[src/rtl/mem_bus_arbiter_pkg.sv]
// Shared bus types, arbiter state encoding and defaults for the ibus/dbus to cbus arbiter.
package mem_bus_arbiter_pkg;

  localparam int DEFAULT_MAX_D_STREAK = 4;
  localparam int STREAK_W = 4;

  typedef enum logic [2:0] {
    MSIZE1 = 3'd0,
    MSIZE2 = 3'd1,
    MSIZE4 = 3'd2,
    MSIZE8 = 3'd3
  } msize_t;

  typedef enum logic [1:0] {
    IDLE   = 2'd0,
    BUSY_I = 2'd1,
    BUSY_D = 2'd2
  } arb_state_t;

  typedef struct packed {
    logic        valid;
    logic [63:0] addr;
  } ibus_req_t;

  typedef struct packed {
    logic        addr_ok;
    logic        data_ok;
    logic [31:0] data;
  } ibus_resp_t;

  typedef struct packed {
    logic        valid;
    logic [63:0] addr;
    logic [2:0]  size;
    logic [7:0]  strobe;
    logic [63:0] data;
  } dbus_req_t;

  typedef struct packed {
    logic        addr_ok;
    logic        data_ok;
    logic [63:0] data;
  } dbus_resp_t;

  typedef struct packed {
    logic        valid;
    logic        is_write;
    logic [2:0]  size;
    logic [63:0] addr;
    logic [7:0]  strobe;
    logic [63:0] data;
  } cbus_req_t;

  typedef struct packed {
    logic        ready;
    logic        last;
    logic [63:0] data;
  } cbus_resp_t;

  // The accepted transaction, already shaped as the cbus request it becomes.
  typedef struct packed {
    logic        is_write;
    logic [2:0]  size;
    logic [63:0] addr;
    logic [7:0]  strobe;
    logic [63:0] data;
  } hold_t;

  // Picks the 32-bit fetch word out of a 64-bit beat.
  function automatic logic [31:0] select_word(input logic [63:0] beat, input logic upper);
    return upper ? beat[63:32] : beat[31:0];
  endfunction

endpackage

[src/rtl/mem_bus_arbiter_arb_grant.sv]
// Combinational dbus-first priority select with a streak limit protecting instruction fetch.
module arb_grant
  import mem_bus_arbiter_pkg::*;
#(
  parameter int MAX_D_STREAK = DEFAULT_MAX_D_STREAK
) (
  input  logic                enable,
  input  logic                ireq_valid,
  input  logic                dreq_valid,
  input  logic [STREAK_W-1:0] streak,
  output logic                grant_i,
  output logic                grant_d
);

  logic streak_full;

  always_comb begin
    streak_full = (streak == STREAK_W'(MAX_D_STREAK));
    grant_d     = enable && dreq_valid && !(ireq_valid && streak_full);
    grant_i     = enable && ireq_valid && !grant_d;
  end

endmodule

[src/rtl/mem_bus_arbiter.sv]
// Serialises core ibus/dbus requests onto a single-beat cbus and routes each response
// back to the requester that issued it.
module mem_bus_arbiter
  import mem_bus_arbiter_pkg::*;
#(
  parameter int MAX_D_STREAK = DEFAULT_MAX_D_STREAK
) (
  input  logic       clk,
  input  logic       rst,
  input  ibus_req_t  ireq,
  output ibus_resp_t iresp,
  input  dbus_req_t  dreq,
  output dbus_resp_t dresp,
  output cbus_req_t  oreq,
  input  cbus_resp_t oresp
);

  arb_state_t          state;
  arb_state_t          state_next;
  logic [STREAK_W-1:0] streak;
  hold_t               held;
  logic                grant_i;
  logic                grant_d;
  logic                idle;
  logic                done;

  // Qualifying with rst keeps addr_ok low while reset is held, not only after an edge.
  assign idle = (state == IDLE) && rst;

  arb_grant #(
    .MAX_D_STREAK(MAX_D_STREAK)
  ) u_grant (
    .enable    (idle),
    .ireq_valid(ireq.valid),
    .dreq_valid(dreq.valid),
    .streak    (streak),
    .grant_i   (grant_i),
    .grant_d   (grant_d)
  );

  always_ff @(posedge clk or negedge rst) begin
    if (!rst) begin
      state <= IDLE;
    end else begin
      state <= state_next;
    end
  end

  always_comb begin
    state_next = state;
    done       = 1'b0;
    iresp      = '0;
    dresp      = '0;
    oreq       = '0;
    unique case (state)
      IDLE: begin
        iresp.addr_ok = grant_i;
        dresp.addr_ok = grant_d;
        if (grant_d) begin
          state_next = BUSY_D;
        end else if (grant_i) begin
          state_next = BUSY_I;
        end
      end
      BUSY_I, BUSY_D: begin
        oreq.valid    = 1'b1;
        oreq.is_write = held.is_write;
        oreq.size     = held.size;
        oreq.addr     = held.addr;
        oreq.strobe   = held.strobe;
        oreq.data     = held.data;
        done          = oresp.ready && oresp.last;
        // The completion cycle returns to IDLE; the next grant waits one cycle.
        if (done) begin
          state_next = IDLE;
          if (state == BUSY_I) begin
            iresp.data_ok = 1'b1;
            iresp.data    = select_word(oresp.data, held.addr[2]);
          end else begin
            dresp.data_ok = 1'b1;
            dresp.data    = oresp.data;
          end
        end
      end
      default: state_next = IDLE;
    endcase
  end

  always_ff @(posedge clk or negedge rst) begin
    if (!rst) begin
      held <= '0;
    end else if (grant_d) begin
      held <= '{is_write: |dreq.strobe, size: dreq.size, addr: dreq.addr,
                strobe: dreq.strobe, data: dreq.data};
    end else if (grant_i) begin
      held <= '{is_write: 1'b0, size: MSIZE4, addr: ireq.addr,
                strobe: 8'h00, data: 64'h0};
    end
  end

  // Streak only grows while fetch is actually waiting behind data traffic.
  always_ff @(posedge clk or negedge rst) begin
    if (!rst) begin
      streak <= '0;
    end else if (grant_d && ireq.valid) begin
      if (streak != STREAK_W'(MAX_D_STREAK)) begin
        streak <= streak + STREAK_W'(1);
      end
    end else if (grant_i || grant_d) begin
      streak <= '0;
    end
  end

endmodule

[config.mk]
export PLATFORM = sky130hd
export DESIGN_NAME = mem_bus_arbiter
export DESIGN_NICKNAME = d
export VERILOG_FILES = /design/src/rtl/mem_bus_arbiter_pkg.sv /design/src/rtl/mem_bus_arbiter_arb_grant.sv /design/src/rtl/mem_bus_arbiter.sv
export SDC_FILE = /design/constraint.sdc
export NUM_CORES = 1
export LEC_CHECK = 0
export ABC_CLOCK_PERIOD_IN_PS = 2100
export CAP_MARGIN = 20
export CORE_AREA = 4 4 199 201
export DETAILED_ROUTE_END_ITERATION = 10
export DIE_AREA = 0 0 203 205
export GPL_TIMING_DRIVEN = 0
export SETUP_SLACK_MARGIN = 0.1
export SYNTH_ARGS = -nofsm -noshare
export SYNTH_HDL_FRONTEND = slang
export SYNTH_SLANG_ARGS = --single-unit
[constraint.sdc]
create_clock -name clk -period 2.1 [get_ports clk]
set_input_delay 0.315 -clock clk [delete_from_list [all_inputs] [get_ports clk]]
set_output_delay 0.315 -clock clk [all_outputs]
set_load 0.02 [all_outputs]
==> metrics.md <==
| Metric | Value |
|---|---|
| Layout cell share with drive strength beyond 1 | 0.402 |
| CTS tree | built |
| Worst Path Required | around 1800 ps |
| DIE AREA | roughly 42000 um^2 |
| Chip Width | between 200 and 250 um |
| Grt total ovfl | 0 |
| Final Hold Viols | 0 |
| CTS Buffer Depth | 2 |
| Critical path fanouts, max | 9 |
| Synth top area cells | dfrtp_1 45%, and2_1 16%, a22o_1 8.3% |
| Clock insertion delay at the later pin of the skew report | approximately 430 ps |
| CTS Buf Count | 17 |
| Largest net degree at the start of global routing | between 70 and 80 |
| Failing checks | setup timing |
| Sequential-to-total area share from yosys stat | 0.449 |
| Rows | just over 70 |
| Die Y | 205 um |
| WL met1 | 17.3 mm |
| Post-layout power | 23.2 mW |
| Count of clock tree sinks | between 100 and 150 |
| Met3 wire length | about 3.2 mm |
| Initial detailed-routing violation count | 514 |
| Maximum clock rate | 395 MHz |
| Syn_nets | around 1200 |
| Number of port buffers | 511 |
| Main synth FF type | dfrtp_1 |
| Flops & latches, synth | around 150 |
| CP max-delay cell | dfrtp_1 |
| Final setup skew | around 12 ps |
| Number of max-cap violations | 0 |
| RSZ-0062 raised after global routing | true |
| Final period util | 1.21 |
| Worst Slack Setup Final | -435 ps |
| Most common cell in the netlist | and2_1 |
| Vias | 9400 |
| Minimum clock period | approximately 2500 ps |
| IO Pins | 514 |
| Final HPWL from detailed placement | ~34 mm |
| Final nets | between 1500 and 2000 |
| Starting density of the core | 0.217 |
| Slew Limit Fails | 0 |
| DRC viols | 0 |
| Synth top area share | 0.449 |
| Gate Count Post-Synth | 879 |
| Total Wirelength | between 40 and 50 mm |
| Gpl congestion | around 0.94 |
| Core area | between 30000 and 40000 um^2 |
| Synth Cell Area | just over 8000 um^2 |
| Post-synth top cells | 206 x and2_1, 146 x dfrtp_1, 115 x nand2_1 |
| Post-synth EDFFs | 0 |
| Maximum VDD drop | around 570 uV |
| Pleak | around 7.6 nW |
| Most frequent CP cell | buf_4 |
| Routed length per instance | about 23 um |
| # fillers | approximately 3700 |
| Netlist cell types | 33 |
| Metal2 WL | 23.8 mm |
| Synth-to-layout area growth | 103% |
| Crit path DAT | 2220 ps |
| H-tree Lvls | 4 |
| Status | complete, but fails checks |
| Root Buffer | clkbuf_16 |
| Pre-antenna DRT Iters | 5 |
| GR Util All Layers | 0.198 |
| Crit path launch type | register |
| Rel. slew slack | 0.349 |
| Slew @ Worst Pin | approximately 1000 ps |
| Async SR Flop Fraction | 1.00 |
| CTS clk-pin slew, worst paths | approximately 70 ps |
| Vias in the first global route | between 9000 and 10000 |
| Final Setup Violations | 240 |
| Global-route wire length before repair | about 62 mm |
| Slowest stage delay, CP | ~390 ps |
| Critical path, cell by cell | inv_2 -> ha_4 -> buf_4 -> clkbuf_16 -> buf_6 -> buf_4 -> buf_8 -> buf_4 -> and2_1 -> buf_6 |
| Crit end category | output pin |
| Synth warnings | 0 |
| Power per cell area | 1400 nW/um^2 |
| Hold Crit Class | in2reg |
| Avg Cell Area, Syn | slightly above 9 um^2 |
| Crit Path Class | reg2out |
| Max layer used | met4 |
| Vias per inst | 4.64 |
| Area leader, netlist | dfrtp_1 |
| Routed Antenna Nets | 0 |
| Number of antenna violations at the first check in global routing | 6 |
| Utilization after layout | 0.441 |
state kept, by name (all words and copies together), names as in the netlist:
name    count
held      140
streak      4
state       2
through the flow:
step                      hold WS [ps]  setup slack (ps)  cells  instance area [um^2]   TNS, ps
final                              223              -435   2025                 16600    -61700
after global routing               222              -514   2025                 16600    -79280
after CTS                         -221              -565   1952                 15100    -96550
after detailed placement           338             -1610   1902                 14000   -294850
after global placement             467             -6950   1901                 14000  -1960110
after floorplan                   19.4              98.2    879                  8220         0
placed cells by master (no fill, tap or decap), types with 9 or more instances in the layout:
master | synthesis | layout
o211ai_1 | 81 | 81
and2_1 | 206 | 53
buf_8 | 0 | 18
clkdlybuf4s50_1 | 0 | 269
nor2_1 | 32 | 20
clkbuf_2 | 1 | 43
nand2_1 | 115 | 115
buf_4 | 4 | 65
and2_2 | 0 | 24
buf_6 | 2 | 201
clkbuf_1 | 49 | 19
nor2_4 | 0 | 9
nand4_1 | 48 | 48
a22o_1 | 77 | 77
mux2i_1 | 33 | 33
dfrtp_1 | 146 | 146
clkbuf_16 | 0 | 35
and2_4 | 0 | 129
inv_1 | 22 | 18
buf_2 | 34 | 30
worst max-delay path, delay by kind of cell (launching register included):
kind | cells | cell delay [ps]
flip-flops | 1 | 390
AND/OR/NAND/NOR | 1 | 150
buffers and inverters | 8 | 1030
adder cells (fa/ha/maj) | 1 | 210
final timing paths:
check                      startpoint        end  slack, ps  cells after the start
min reg2reg                  held[10]   held[10]        500                      1
max reg2reg                  state[1]   held[56]        190                      9
min                          ireq[64]  streak[0]        220                      3
min in group asynchronous         rst   held[41]        470                      3
max in group asynchronous         rst  held[105]        770                      3
max                          state[1]   oreq[47]       -430                     10
per-layer routing:
metal	GRT usage	vias up
li1	-	4310
met1	0.225	4626
met2	0.360	404
met3	0.0464	60
met4	0.0783	0
met5	0	-
logic make-up (layout without fill, tap and decap cells):
kind of cell	Yosys count	in the layout	share of synthesized area
AND/OR/NAND/NOR	414	414	0.275
adder cells (fa/ha/maj)	4	4	0.00614
other	0	5	0
buffers and inverters	114	744	0.0616
multiplexers	34	34	0.0419
AO/OA/AOI/OAI	167	167	0.167
flip-flops	146	146	0.449
power breakdown:
group	leakage [nW]	total, mW	internal [mW]	switching [mW]
sequential	1.84	4.72	4.03	0.686
clock	0.291	3.16	1.70	1.46
combinational	5.42	15.3	8.25	7.08
total	7.55	23.2	14.0	9.23
layout make-up:
class                           count  area [um^2]  share of cell area
Sequential cell                   146         3650               0.221
Clock buffer                       17          425              0.0257
Multi-Input combinational cell    619         4500               0.272
Antenna cell                        5         12.5            0.000756
Tap cell                          511          639              0.0386
Clock inverter                     15          170              0.0103
Timing Repair Buffer              603         6290               0.380
Buffer                             86          769              0.0465
Inverter                           23         93.8             0.00567
what timing repair did:
action	CTS	global route
gates resized for setup	754	866
hold endpoints to repair	73	73
gates cloned	6	12
endpoints found under the setup margin	387	325
buffers inserted	13	54
pin swaps	1	37
(Power assumes the default switching activity.)
